## config.mk

```make
export PLATFORM = sky130hd
export DESIGN_NAME = sobel_frame_ctrl
export DESIGN_NICKNAME = d
export VERILOG_FILES = /design/src/rtl/sobel_ctrl_pkg.sv /design/src/rtl/sobel_ctrl_delay.sv /design/src/rtl/sobel_frame_ctrl.sv
export SDC_FILE = /design/constraint.sdc
export NUM_CORES = 1
export LEC_CHECK = 0
export CORE_MARGIN = 2
export CORE_UTILIZATION = 35
export DETAILED_ROUTE_END_ITERATION = 12
export PLACE_DENSITY = 0.59
export SYNTH_ARGS = -nofsm -noshare
export SYNTH_HDL_FRONTEND = slang
export SYNTH_SLANG_ARGS = --single-unit
```

## constraint.sdc

```tcl
create_clock -name iCLK -period 2.6 [get_ports iCLK]
set_clock_uncertainty 0.1 [all_clocks]
set_input_delay 0.39 -clock iCLK [delete_from_list [all_inputs] [get_ports iCLK]]
set_output_delay 0.39 -clock iCLK [all_outputs]
set_load 0.05 [all_outputs]
```

## src/rtl/sobel_ctrl_pkg.sv

```systemverilog
// Shared types for the Sobel frame sequencer: FSM states, coordinate width and
// the delay-line entry that carries pixel metadata alongside the Sobel pipe.
package sobel_ctrl_pkg;

  localparam int CW = 11;

  typedef enum logic [1:0] {
    IDLE   = 2'd0,
    ARMED  = 2'd1,
    ACTIVE = 2'd2,
    FLUSH  = 2'd3
  } state_t;

  typedef struct packed {
    logic          valid;
    logic          border;
    logic [CW-1:0] col;
    logic [CW-1:0] row;
  } entry_t;

  // col/row name the newest pixel, so the 3x3 centre sits at (row-1, col-1).
  function automatic logic is_border(input logic [CW-1:0] col, input logic [CW-1:0] row);
    return (col < CW'(2)) || (row < CW'(2));
  endfunction

endpackage

```

## src/rtl/sobel_ctrl_delay.sv

```systemverilog
// PIPE_LAT-deep shift register of pixel metadata, matching the Sobel datapath
// latency so that coordinates line up with the returned Sobel valid.
module sobel_ctrl_delay
  import sobel_ctrl_pkg::*;
#(
  parameter int PIPE_LAT = 2
) (
  input  logic   iCLK,
  input  logic   iRST,
  input  logic   clr,
  input  entry_t din,
  output entry_t tail
);

  entry_t stage [PIPE_LAT];

  // NOTE: every stage is cleared, not just the valid bits, because a stale
  // valid reaching the tail would be reported as a real output.
  always_ff @(posedge iCLK) begin
    if (!iRST || clr) begin
      for (int i = 0; i < PIPE_LAT; i++) stage[i] <= '0;
    end else begin
      stage[0] <= din;
      for (int i = 1; i < PIPE_LAT; i++) stage[i] <= stage[i-1];
    end
  end

  assign tail = stage[PIPE_LAT-1];

endmodule

```

## src/rtl/sobel_frame_ctrl.sv

```systemverilog
// Frame sequencer for the row buffer + 3x3 Sobel pipe: arms, syncs to SOF,
// gates pixel valid, tracks coordinates and flags border and sync errors.
module sobel_frame_ctrl
  import sobel_ctrl_pkg::*;
#(
  parameter int IMG_W    = 640,
  parameter int IMG_H    = 480,
  parameter int PIPE_LAT = 2
) (
  input  logic          iCLK,
  input  logic          iRST,
  input  logic          iStart,
  input  logic          iContinuous,
  input  logic          iAbort,
  input  logic          iSOF,
  input  logic          iDVAL,
  output logic          oPixDVAL,
  input  logic          iSobelDVAL,
  output logic          oOutVALID,
  output logic          oBorder,
  output logic [CW-1:0] oCol,
  output logic [CW-1:0] oRow,
  output logic          oBusy,
  output logic          oFrameDone,
  output logic          oSyncErr
);

  localparam int            FW         = (PIPE_LAT > 1) ? $clog2(PIPE_LAT) : 1;
  localparam logic [CW-1:0] LAST_COL   = CW'(IMG_W - 1);
  localparam logic [CW-1:0] LAST_ROW   = CW'(IMG_H - 1);
  localparam logic [FW-1:0] LAST_FLUSH = FW'(PIPE_LAT - 1);

  state_t        state, state_nxt;
  logic [CW-1:0] col, row;
  logic [FW-1:0] flush_cnt;
  logic          early_sof, last_pix, misalign;
  entry_t        head, tail;

  assign early_sof = (state == ACTIVE) && iSOF;
  assign last_pix  = (state == ACTIVE) && iDVAL && !iSOF &&
                     (col == LAST_COL) && (row == LAST_ROW);
  assign misalign  = ((state == ACTIVE) || (state == FLUSH)) && (iSobelDVAL != tail.valid);

  // NOTE: every output and next-state term gets a default first, so no path
  // through the case leaves a value unassigned and no latch is inferred.
  always_comb begin
    state_nxt  = state;
    oPixDVAL   = 1'b0;
    oFrameDone = 1'b0;
    case (state)
      IDLE:   if (iStart) state_nxt = ARMED;
      ARMED:  if (iSOF) state_nxt = ACTIVE;
      ACTIVE: begin
        oPixDVAL = iDVAL;
        if (last_pix) state_nxt = FLUSH;
      end
      FLUSH: begin
        if (flush_cnt == LAST_FLUSH) begin
          oFrameDone = 1'b1;
          state_nxt  = iContinuous ? ARMED : IDLE;
        end
      end
      default: state_nxt = IDLE;
    endcase
    if (iAbort) begin
      state_nxt  = IDLE;
      oFrameDone = 1'b0;
    end
  end

  // NOTE: state is written with non-blocking assignments so every register
  // samples pre-edge values regardless of statement order.
  always_ff @(posedge iCLK) begin
    if (!iRST) begin
      state     <= IDLE;
      col       <= '0;
      row       <= '0;
      flush_cnt <= '0;
      oSyncErr  <= 1'b0;
    end else begin
      state <= state_nxt;

      // Held at zero while armed so the first pixel after SOF is (0,0).
      if (iAbort || (state == ARMED) || early_sof) begin
        col <= '0;
        row <= '0;
      end else if (oPixDVAL) begin
        if (col == LAST_COL) begin
          col <= '0;
          row <= (row == LAST_ROW) ? '0 : row + CW'(1);
        end else begin
          col <= col + CW'(1);
        end
      end

      if ((state == FLUSH) && (state_nxt == FLUSH)) flush_cnt <= flush_cnt + FW'(1);
      else                                          flush_cnt <= '0;

      if (iStart)                     oSyncErr <= 1'b0;
      else if (early_sof || misalign) oSyncErr <= 1'b1;
    end
  end

  always_comb begin
    head        = '0;
    head.valid  = oPixDVAL;
    head.border = is_border(col, row);
    head.col    = col;
    head.row    = row;
  end

  sobel_ctrl_delay #(
    .PIPE_LAT(PIPE_LAT)
  ) u_delay (
    .iCLK(iCLK),
    .iRST(iRST),
    .clr (iAbort),
    .din (head),
    .tail(tail)
  );

  assign oOutVALID = iSobelDVAL & tail.valid;
  assign oBorder   = tail.valid & tail.border;
  assign oCol      = tail.valid ? tail.col : '0;
  assign oRow      = tail.valid ? tail.row : '0;
  assign oBusy     = (state != IDLE);

endmodule

```

; Word-level counts from Yosys, hierarchy flattened
; Memory sizes are Yosys's and may differ from the RTL's.
; Index checks and enable logic that the tools add are counted.
[totals]
register_bits = 26
mem_bits_rw = 48
inputBits = 8
output_inout_bits = 28
word_cells = 64
mem_count = 1
[op_classes]
addsub = 3
n_lt_le_gt_ge = 2
eq_ne = 7
muxes = 20
n_bitwise = 5
reduce_logical = 21
[mem_list]
columns = name, depth, word_bits, rd, rd_ports_with_merged_regs, wr, line
row1 = u_delay.stage, 2, 24, 2, 0, 2, sobel_ctrl_delay.sv:15  ; entry_t stage [PIPE_LAT];
[op_table]
columns = operator, n
row1 = 24-bit 2-to-1 mux, 2
row2 = 11-bit 2-to-1 mux, 4
row3 = "11-bit by 1-bit adder with 11-bit output, second input constant", 2
row4 = "11-bit by 2-bit < comparator with 1-bit output, second input constant", 2
row5 = "11-bit by 10-bit equality test with 1-bit output, second input constant", 1
row6 = "11-bit by 9-bit equality test with 1-bit output, second input constant", 1
row7 = 2-bit 2-to-1 mux, 5
row8 = 1-bit 2-to-1 mux, 8
row9 = 2-bit case mux with 4 select lines, 1
row10 = 1-bit logical AND, 7
row11 = "2-bit equality test, second input constant", 3
row12 = 1-bit logical OR, 6
row13 = 2-bit AND reduction, 2
row14 = 2-bit OR reduction, 2
row15 = 1-bit bitwise AND, 2
row16 = "2-bit by 1-bit equality test with 1-bit output, second input constant", 1
row17 = 1-bit logical NOT, 2
row18 = 2-bit logical NOT, 1
row19 = 1-bit OR, 2
row20 = 2-bit nonzero test, 1
row21 = "1-bit adder, second input constant", 1
row22 = 1-bit != test, 1
row23 = 1-bit NOT, 1

; Logic depth before layout (Yosys ltp)
[logic_depth]
depth_word = 11
ltp_mapped = 7
ltp_nobuf = 5

; Cells and area by module
; From an unflattened synthesis, not the netlist that was laid out.
[hier_totals]
hier_cells = 322
hier_area_um2 = 3131.8
[modules_own_cells]
columns = module, instances, cells_each, area_per_inst_um2, seq_area_each_um2
row1 = sobel_ctrl_delay, 1, 130, 1647.8, 960.9
row2 = sobel_frame_ctrl, 1, 192, 1483.9, 520.5

; Worst setup path before layout
; Ideal clock, no wire load.
[synth_timing]
kind = register to register
start = register col[1]
end = register row[10]
setup_ps = 70
arrival_ps = 1934
t_required_ps = 2430
setup_slack_ps = 495
stages_incl_launch_ff = 7
path_buffers = 1
synth_period_minus_slack_ps = 2105
cell_sequence = dfxtp_1 > ha_1 > nand3_1 > or4_1 > buf_2 > or4_1 > a21oi_1
[synth_between]
elab_chain_len = 2
[synth_lines]
columns = item, line
row1 = "start, declared", sobel_frame_ctrl.sv:34  ; logic [CW-1:0] col, row;
row2 = "start signal, assigned", sobel_frame_ctrl.sv:92  ; col <= col + CW'(1);
row3 = 11-bit by 10-bit equality test with 1-bit output, sobel_frame_ctrl.sv:88  ; if (col == LAST_COL) begin
row4 = 2-bit AND reduction (no source line), -
row5 = "end signal, assigned", sobel_frame_ctrl.sv:90  ; row <= (row == LAST_ROW) ? '0 : row + CW'(1);
row6 = "end, declared", sobel_frame_ctrl.sv:34
; Every way passes these cells.
; A chain may end at the register's enable or synchronous reset.

; Worst setup path after layout
[layout_timing]
start = register state[1]
end = output port oBusy
[layout_between]
elab_chain_len = 1
[layout_lines]
columns = item, line
row1 = "start, declared", sobel_frame_ctrl.sv:33  ; state_t state, state_nxt;
row2 = "start signal, assigned", sobel_frame_ctrl.sv:81  ; state <= state_nxt;
row3 = 2-bit nonzero test, sobel_frame_ctrl.sv:126  ; assign oBusy = (state != IDLE);
row4 = "end, declared", sobel_frame_ctrl.sv:23  ; output logic oBusy,
; Every way passes these cells.

==> key figures <==
Floorplanning
  – DIE WIDTH: between 90 and 100 um
  – I/O pins: 36
  – CORE AREA: between 7000 and 8000 um^2
  – Starting density of the core: 0.363
  – Die area: about 8700 um^2
  – # rows: 32
  – Die Ht: 93.5 um

Routing
  – Routed vias/inst: ~4.7
  – WL final: 4920 um
  – Routed vias: between 2000 and 2500
  – WL/cell: between 10 and 15 um
  – Remaining DRCs: 0
  – Post-route ant nets: 0
  – DRT iter0 DRCs: 85
  – First drt pass iteration count: 4

Timing
  – Setup TNS: 0 ps
  – Fin. max-slew vios: 0
  – Relative slew slack: 0.661
  – Final hold violation count: 0
  – RSZ-0062 raised after global routing: no
  – Fin crit period: between 2000 and 2500 ps
  – Final setup vio count: 0
  – Max Freq: about 430 MHz
  – Tcrit/Tclk final: 0.896
  – Setup ws final: 271 ps
  – Worst Max-Slew Pin Slew: 507 ps

Cells and area
  – Register area: 1480 um^2
  – Filler cell count in the final layout: 754
  – Finished Layout Cells: 434
  – Area of the multi-input gates: 1240 um^2
  – Layout cell share with drive strength beyond 1: 0.0873
  – Ant. Diodes: 0
  – P&R area growth vs syn: 24.7%
  – Final #Nets: between 300 and 400

Clocking
  – TritonCTS Buffers: 9
  – Root buffer cell: clkbuf_8
  – Clock slew seen by the registers of the worst setup and hold paths: 70 ps
  – Clock Path Buffers: 2
  – Clk Latency, worst-skew pair: about 340 ps
  – H-tree levels: 3
  – Setup Fix Bufs, Post-CTS: 0
  – Post-CTS Hold Buffers: 0
  – CTS Sinks: 74
  – CTS tree: yes
  – Gates resized, CTS repair: 0

Worst hold path
  – Hold depth: 1
  – Min-Delay Path Class: reg2reg

Worst setup path
  – R2R cell count: 5
  – Delay-heaviest family, CP: buffers and inverters
  – Worst EP required: between 2000 and 2500 ps
  – Startpoint Class: flip-flop
  – CP arrival: 1840 ps
  – CP max FO: 10
  – Critical Path, Cell by Cell: or2_2 > clkdlybuf4s50_1
  – WS Path Type: reg2out
  – WP depth: 2
  – Crit path buf inv count: 1
  – Slowest cell on crit path: clkdlybuf4s50_1
  – Endpoint class of the critical path: primary output
  – Slowest stage delay, CP: about 800 ps

Placement
  – RePlAce Congestion: between 0.8 and 0.9
  – Dpl ws: 92.9 ps
  – Dpl cells: 419
  – IO buf count: 35
  – Post-DP HPWL: about 3400 um

Pwr
  – Pwr/cell area: 634 nW/um^2
  – LEAKAGE: 1.31 nW
  – Worst VDD drop: approximately 0.00022 V

Yosys
  – Post-synthesis xor/xnor area fraction: 0.0313
  – Syn_nets: 305
  – Mux contribution to synthesized area: 0.00357
  – Post-synth top flop: dfxtp_1
  – Syn Std Cell Area: 2800 um^2
  – Synth Area in Compound Gates: 0.0625
  – Post-synthesis simple-gate area fraction: 0.330
  – Post-Synth Adder-Cell Area: 0.0134
  – Post-synthesis cell count: 294
  – Top cell type's share of synthesized area: 0.529
  – EDFF count, synth: 0
  – Largest family of logic cells by synthesized area: simple AND/OR/NAND/NOR gates
  – Most frequent cell after synthesis: dfxtp_1
  – Synth area leader: dfxtp_1
  – Mean post-synth cell area: 9.53 um^2
  – Synth top cells by count: 74 x dfxtp_1, 70 x and2_1, 17 x nand2_1, 15 x clkbuf_1, 15 x nor2_1
  – Top cells by area, synth: dfxtp_1 53%, and2_1 16%, nand2_1 2.3%, clkbuf_1 2.0%, nor2_1 2.0%
  – Synth unique cells: 39
  – #FFs+latches synth: 74
  – Seq/Total Area, Yosys: 0.529
  – Synth Warn #: 0
  – Asr flop ratio synth: 0

Global route
  – Grt total ovfl: 0
  – Vias in the first global route: 1854
  – Global-route total usage across every layer: 0.124
  – Initial antenna violation count: 0
  – First-pass GRT wire length: ~8400 um
  – Largest net degree at the start of global routing: 48

Status
  – Outcome: finished, final reports clean

Job
  – Max-cap violations: 0
[placed cells by master (no fill, tap or decap), types with 3 or more instances in the layout]
| cell | count |
|---|---|
| clkdlybuf4s50_1 | 32 |
| nand2_1 | 17 |
| nor4_1 | 3 |
| inv_1 | 4 |
| xnor2_1 | 4 |
| o21ai_0 | 3 |
| ha_1 | 3 |
| nor3_1 | 9 |
| nand3_1 | 10 |
| a21oi_1 | 9 |
| a31oi_1 | 3 |
| nand4_1 | 6 |
| and3_1 | 4 |
| nor2_1 | 15 |
| bufinv_16 | 3 |
| or4_1 | 3 |
| buf_4 | 8 |
| xor2_1 | 6 |
| dfxtp_1 | 73 |
| a22oi_1 | 3 |
| clkbuf_8 | 9 |
| and2_1 | 70 |
| or3_1 | 5 |
[layout make-up]
class                   count  share of cell area
clock buffers              10              0.0365
well taps                 102              0.0365
inverters                   4             0.00430
flip-flops and latches     74               0.424
clock inverters             5              0.0297
multi-input cells         198               0.354
repair buffers             41               0.115
[sequential cells by signal, summed over array words and instances (netlist names)]
register / count
row: 11
oSyncErr: 1
state: 2
u_delay.stage: 48
flush_cnt: 1
col: 11
[routing by layer]
metal | vias up | wire length [um] | GRT usage
met5 | - | 0 | 0
met4 | 0 | 83 | 0.0797
met3 | 7 | 272 | 0.0330
met2 | 65 | 2160 | 0.186
met1 | 902 | 2400 | 0.156
li1 | 1055 | - | -
[final timing paths]
check	from	endpoint	slack (ps)
min reg2reg	u_delay.stage[0][16]	u_delay.stage[0][40]	320
max	state[1]	oBusy	270
max reg2reg	col[1]	row[10]	280
min	u_delay.stage[0][16]	u_delay.stage[0][40]	320
[metrics by stage]
stage,hold WS [ps],power (mW),util,instance area [um^2]
5_1_grt,341,2.29,0.452,3490
3_5_place_dp,310,1.22,0.422,3260
6_report,322,2.21,0.452,3490
4_1_cts,324,2.25,0.452,3490
2_1_floorplan,306,1.19,-,2800
3_3_place_gp,309,1.22,0.422,3260
[power breakdown]
group          internal [mW]  switching (mW)
clock network          0.632           0.392
registers               1.14         0.00269
logic                 0.0219          0.0291
total                   1.79           0.424
[logic make-up (layout without fill, tap and decap cells)]
| kind of cell | count (synthesis) | in the layout |
|---|---|---|
| compound gates | 27 | 27 |
| xor+xnor | 10 | 10 |
| fa+ha+maj | 3 | 3 |
| buf+inv | 22 | 60 |
| flops | 74 | 74 |
| mux | 1 | 1 |
| simple gates | 157 | 157 |
No activity file was read; power rests on OpenSTA's default activity.
